File: src/rtl/clk_pkg.sv
// Shared constants for the clock divider bank.
// Divide values give a half-period of (DIV+1) master_clk cycles, so an output
// of frequency f needs DIV = MCLK_HZ / (2*f) - 1.
package clk_pkg;

  localparam int unsigned CNT_W_DEF = 27;
  localparam int unsigned MCLK_HZ   = 100_000_000;

  // Named divide values for the game consumers (100 MHz master clock).
  localparam int unsigned DIV_SHIP     = 99_999;      // 500 Hz toggle
  localparam int unsigned DIV_PROJ     = 299_999;
  localparam int unsigned DIV_ALIEN    = 2_999_999;
  localparam int unsigned DIV_COOLDOWN = 99_999_999;
  localparam int unsigned DIV_25M      = 1;           // video pixel clock

  // Divide value for a requested toggle-clock frequency in Hz.
  function automatic int unsigned div_for_hz(input int unsigned hz);
    return MCLK_HZ / (2 * hz) - 1;
  endfunction

endpackage

File: src/rtl/clock_divider_channel.sv
// Single programmable divider channel.
// Ports:
//   clk, rst_n  master clock, asynchronous active-low reset
//   run         count enable; 0 freezes cnt and clk_out
//   restart     phase-align: clear cnt/clk_out, apply any pending shadow
//   we, now     write strobe for this channel; now applies immediately
//   div         divide value written by we
//   tick        one-cycle pulse per half-period (registered)
//   clk_out     50% toggle clock (registered)
//   pending     a shadow value is waiting for the next wrap
module clock_divider_channel
  import clk_pkg::*;
#(
  parameter int unsigned CNT_W   = CNT_W_DEF,
  parameter int unsigned DEF_DIV = DIV_SHIP
) (
  input  logic             clk,
  input  logic             rst_n,
  input  logic             run,
  input  logic             restart,
  input  logic             we,
  input  logic             now,
  input  logic [CNT_W-1:0] div,
  output logic             tick,
  output logic             clk_out,
  output logic             pending
);

  localparam logic [CNT_W-1:0] DefDiv = CNT_W'(DEF_DIV);

  logic [CNT_W-1:0] cnt_q, cnt_d;
  logic [CNT_W-1:0] act_q, act_d;
  logic [CNT_W-1:0] shadow_q, shadow_d;
  logic             pend_q, pend_d;
  logic             tick_q, tick_d;
  logic             clk_q, clk_d;
  logic             wrap;

  // Equality is enough: act only changes at a wrap, with cnt cleared, or at restart.
  assign wrap = (cnt_q == act_q);

  always_comb begin
    cnt_d    = cnt_q;
    act_d    = act_q;
    shadow_d = shadow_q;
    pend_d   = pend_q;
    tick_d   = 1'b0;
    clk_d    = clk_q;
    if (restart) begin
      // A same-cycle write lands first and is applied by the restart.
      cnt_d  = '0;
      clk_d  = 1'b0;
      pend_d = 1'b0;
      if (we) begin
        shadow_d = div;
        act_d    = div;
      end else if (pend_q) begin
        act_d = shadow_q;
      end
    end else if (we && now) begin
      cnt_d    = '0;
      act_d    = div;
      shadow_d = div;
      pend_d   = 1'b0;
    end else begin
      if (run) begin
        if (wrap) begin
          cnt_d  = '0;
          clk_d  = ~clk_q;
          tick_d = 1'b1;
          // The half-period just ended used the old value; switch for the next one.
          if (pend_q) begin
            act_d  = shadow_q;
            pend_d = 1'b0;
          end
        end else begin
          cnt_d = cnt_q + CNT_W'(1);
        end
      end
      // A deferred write always leaves a fresh pending value, even on a wrap cycle.
      if (we) begin
        shadow_d = div;
        pend_d   = 1'b1;
      end
    end
  end

  always_ff @(posedge clk or negedge rst_n) begin
    if (!rst_n) begin
      cnt_q    <= '0;
      act_q    <= DefDiv;
      shadow_q <= DefDiv;
      pend_q   <= 1'b0;
      tick_q   <= 1'b0;
      clk_q    <= 1'b0;
    end else begin
      cnt_q    <= cnt_d;
      act_q    <= act_d;
      shadow_q <= shadow_d;
      pend_q   <= pend_d;
      tick_q   <= tick_d;
      clk_q    <= clk_d;
    end
  end

  assign tick    = tick_q;
  assign clk_out = clk_q;
  assign pending = pend_q;

endmodule

File: src/rtl/clock_divider_bank.sv
// Bank of NUM_CH runtime-programmable clock dividers.
// Ports:
//   master_clk         system clock
//   RESET_debounced_n  asynchronous active-low reset
//   run                per-channel count enable
//   restart            synchronous pulse, phase-aligns all channels
//   cfg_we/ch/div/now  configuration write (now = apply immediately)
//   cfg_ack, cfg_err   one-cycle response: write accepted / channel out of range
//   pending            per-channel shadow waiting for next wrap
//   tick, clk_out      per-channel tick enable and 50% toggle clock
module clock_divider_bank
  import clk_pkg::*;
#(
  parameter int unsigned NUM_CH  = 5,
  parameter int unsigned CNT_W   = CNT_W_DEF,
  parameter int unsigned DEF_DIV = DIV_SHIP,
  parameter int unsigned CH_W    = (NUM_CH > 1) ? $clog2(NUM_CH) : 1
) (
  input  logic              master_clk,
  input  logic              RESET_debounced_n,
  input  logic [NUM_CH-1:0] run,
  input  logic              restart,
  input  logic              cfg_we,
  input  logic [CH_W-1:0]   cfg_ch,
  input  logic [CNT_W-1:0]  cfg_div,
  input  logic              cfg_now,
  output logic              cfg_ack,
  output logic              cfg_err,
  output logic [NUM_CH-1:0] pending,
  output logic [NUM_CH-1:0] tick,
  output logic [NUM_CH-1:0] clk_out
);

  logic              cfg_valid;
  logic [NUM_CH-1:0] ch_we;
  logic              ack_q, err_q;

  assign cfg_valid = 32'(cfg_ch) < NUM_CH;

  always_comb begin
    ch_we = '0;
    for (int i = 0; i < NUM_CH; i++) begin
      ch_we[i] = cfg_we && cfg_valid && (cfg_ch == CH_W'(i));
    end
  end

  always_ff @(posedge master_clk or negedge RESET_debounced_n) begin
    if (!RESET_debounced_n) begin
      ack_q <= 1'b0;
      err_q <= 1'b0;
    end else begin
      ack_q <= cfg_we && cfg_valid;
      err_q <= cfg_we && !cfg_valid;
    end
  end

  assign cfg_ack = ack_q;
  assign cfg_err = err_q;

  for (genvar g = 0; g < NUM_CH; g++) begin : g_ch
    clock_divider_channel #(
      .CNT_W   (CNT_W),
      .DEF_DIV (DEF_DIV)
    ) u_ch (
      .clk     (master_clk),
      .rst_n   (RESET_debounced_n),
      .run     (run[g]),
      .restart (restart),
      .we      (ch_we[g]),
      .now     (cfg_now),
      .div     (cfg_div),
      .tick    (tick[g]),
      .clk_out (clk_out[g]),
      .pending (pending[g])
    );
  end

endmodule

File: config.mk
export PLATFORM = sky130hd
export DESIGN_NAME = clock_divider_bank
export DESIGN_NICKNAME = d
export VERILOG_FILES = /design/src/rtl/clk_pkg.sv /design/src/rtl/clock_divider_channel.sv /design/src/rtl/clock_divider_bank.sv
export SDC_FILE = /design/constraint.sdc
export NUM_CORES = 1
export LEC_CHECK = 0
export CAP_MARGIN = 0
export CORE_ASPECT_RATIO = 0.75
export CORE_MARGIN = 2
export CORE_UTILIZATION = 30
export CTS_CLUSTER_SIZE = 20
export DETAILED_ROUTE_END_ITERATION = 6
export PLACE_DENSITY = 0.52
export SLEW_MARGIN = 10
export SYNTH_ARGS = -nofsm -noshare
export SYNTH_HDL_FRONTEND = slang
export SYNTH_SLANG_ARGS = --single-unit
File: constraint.sdc
create_clock -name master_clk -period 5.8 [get_ports master_clk]
set_input_delay 1.16 -clock master_clk [delete_from_list [all_inputs] [get_ports master_clk]]
set_output_delay 1.16 -clock master_clk [all_outputs]
set_load 0.02 [all_outputs]
==> results.json <==
{
  "power.net_switching_w": 0.00217,
  "rows": 82,
  "grt_pass1_vias": 14752,
  "place_hpwl_um": 38400,
  "fin_crit_sh_pct": 64.6,
  "firstDrtPassIters": 6,
  "yosys.area.top_type_share_pct": 39.8,
  "p_int_w": 0.00587,
  "cts-hold-fix-buffers": 0,
  "place_inst": 2747,
  "track_usage_pct": 16.5,
  "worstRegToRegCells": 7,
  "netlist_area_sq_um": 20200,
  "combinationalPowerShare_pct": 14.6,
  "synth.most_common_cell": "dfrtp_1",
  "p_sw_share_pct": 27.0,
  "grt_max_degree": 142,
  "cts_setup_buffers": 0,
  "hold_class": "reg2reg",
  "drtAntennaViolNets": 0,
  "finClkSkew_ns": 0.0251,
  "die-area_sq_um": 69600,
  "rsz0062_at_grt": "no",
  "synth_area_leader_cell": "dfrtp_1",
  "htree_levels": 2,
  "max_freq_mhz": 267,
  "fin_setup_tns_ns": 0,
  "seq_power_share_pct": 49.9,
  "crit_arrival_ns": 4.17,
  "ioPinCount": 57,
  "antenna_found_initial": 3,
  "clockBufferDepth": 3,
  "required_ns": 6.23,
  "routed_wirelength_um": 57200,
  "whs_ns": 0.459,
  "power_density_nw_per_um2": 350,
  "die_w_um": 304,
  "relSlewSlack_pct": 31.7,
  "start_kind": "input pin",
  "worst_slew_pin_slew_ns": 1.02,
  "cts_tree": "done",
  "synth-edff-count": 0,
  "ys.flop_type": "dfrtp_1",
  "synthCells": 1919,
  "crit_fanout": 10,
  "nets": 1956,
  "gp_congestion": 0.841,
  "cts.sinks": 422,
  "die_height_um": 229,
  "pwr-share-clk_pct": 35.5,
  "grt_pass1_wl_um": 89600,
  "vias_per_cell": 5.20,
  "slew_viol_final": 0,
  "num-fill-cells": 6687,
  "finalSetupViolCount": 0,
  "hold_violations": 0,
  "clkTransAtPathRegs_ns": 0.06,
  "period_needed_ns": 3.75,
  "cts_buffers": 44,
  "routedWlPerCell_um": 20.2,
  "synth_cell_types": 65,
  "cts_root_buf": "clkbuf_16",
  "drtIter0Drc": 1013,
  "clkLatencyLatePin_ns": 0.58,
  "maxCapViolCount": 0,
  "post_cts_resized": 0,
  "end_kind": "register",
  "portBuffers": 56,
  "start_util_pct": 30.3,
  "ir_drop_mv": 0.253,
  "final_cells": 2828,
  "ys_warn_count": 0,
  "path_class": "in2reg",
  "ys_seq_area_share_pct": 52.8,
  "syn_to_final_growth_pct": 13.5,
  "yosys_register_bits": 422,
  "ys_async_sr_fraction_pct": 100,
  "drive_gt1_share_pct": 15.8,
  "avgSynthCellArea_sq_um": 10.5,
  "holdPathStages": 2,
  "synth_area_leaders": "dfrtp_1, dfstp_2, xnor2_1",
  "grt_overflow": 0,
  "outcome": "finished clean",
  "core-area_sq_um": 66800,
  "power_w": 0.00804,
  "diodes": 0,
  "remaining_drc_errors": 0,
  "synth_nets": 1964,
  "synth_common_cells": "dfrtp_1, nand2_1, nor2_1",
  "vias": 14710,
  "power_leakage_nw": 9.16
}
==> through the flow <==
step	setup slack, ns	utilization (%)	cell area, sq um
2_1_floorplan	3.06	-	20200
3_3_place_gp	1.53	32.2	21500
3_5_place_dp	1.49	32.2	21500
4_1_cts	2.10	34.4	23000
5_1_grt	1.82	34.4	23000
6_report	2.05	34.4	23000
==> placed cells by master (no fill, tap or decap), types with 12 or more instances in the layout <==
cell type / n
a21oi_1: 12
clkbuf_1: 14
dfstp_2: 100
clkbuf_16: 45
buf_4: 28
dfrtp_1: 322
o22ai_1: 135
inv_1: 17
xor2_1: 84
xnor2_1: 172
nand3_1: 46
a2bb2oi_1: 130
nand4_1: 67
nand2_1: 237
nor2_1: 182
nor3_1: 29
and3_1: 31
mux2_2: 83
clkdlybuf4s50_1: 54
==> final cells by class <==
type | instances | area (sq um) | share of cell area, %
clock buffers | 69 | 1320 | 5.73
clock inverters | 12 | 120 | 0.523
inverters | 17 | 63.8 | 0.278
multi-input cells | 1340 | 8860 | 38.6
flip-flops and latches | 422 | 10700 | 46.5
well taps | 882 | 1100 | 4.81
repair buffers | 86 | 811 | 3.53
==> metal layers <==
layer,GRT usage [%],part of all wire (%),up-vias
li1,-,-,6747
met1,24.5,49,7490
met2,24.2,43,390
met3,3.30,5.8,81
met4,4.38,2.2,2
met5,0,0.023,-
==> final timing paths <==
check,end,start,slack [ns]
max,g_ch[1].u_ch.cnt_q[25],cfg_now,2.05
min,g_ch[3].u_ch.shadow_q[2],g_ch[3].u_ch.shadow_q[2],0.46
max reg2reg,g_ch[0].u_ch.act_q[14],g_ch[0].u_ch.act_q[0],2.57
min reg2reg,g_ch[3].u_ch.shadow_q[2],g_ch[3].u_ch.shadow_q[2],0.46
max in group asynchronous,g_ch[4].u_ch.shadow_q[5],RESET_debounced_n,3.87
min in group asynchronous,g_ch[1].u_ch.cnt_q[21],RESET_debounced_n,0.65
==> state kept, by name, summed over array words and instances, names as in the netlist <==
| name | cells |
|---|---|
| g_ch.u_ch.clk_out | 5 |
| cfg_err | 1 |
| g_ch.u_ch.pending | 5 |
| cfg_ack | 1 |
| g_ch.u_ch.cnt_q | 135 |
| g_ch.u_ch.act_q | 135 |
| g_ch.u_ch.tick | 5 |
| g_ch.u_ch.shadow_q | 135 |
==> cell families after synthesis <==
group	after synthesis	share of synthesized area [%]
fa+ha+maj	5	0.309
buf+inv	157	3.52
flops	422	52.8
mux	83	4.62
xor+xnor	256	11.1
compound gates	323	11.8
simple gates	673	15.9
==> critical path, cell delays in order <==
cell and delay (ns):
clkdlybuf4s50_1 0.85, inv_1 0.31, o21ai_1 0.79, nand4b_1 0.46
nor3_1 0.36, xnor2_1 0.16, nor2_1 0.06
==> power groups by stage <==
stage | clock [W] | sequential [W] | combinational, W
floorplan | 0 | 0.00389 | 0.000880
global placement | 0 | 0.00405 | 0.00114
detailed placement | 0 | 0.00406 | 0.00117
CTS | 0.00293 | 0.00402 | 0.00118
global route | 0.00306 | 0.00408 | 0.00129
finish | 0.00286 | 0.00401 | 0.00117
Note: power is estimated with default switching activity, not from simulation.
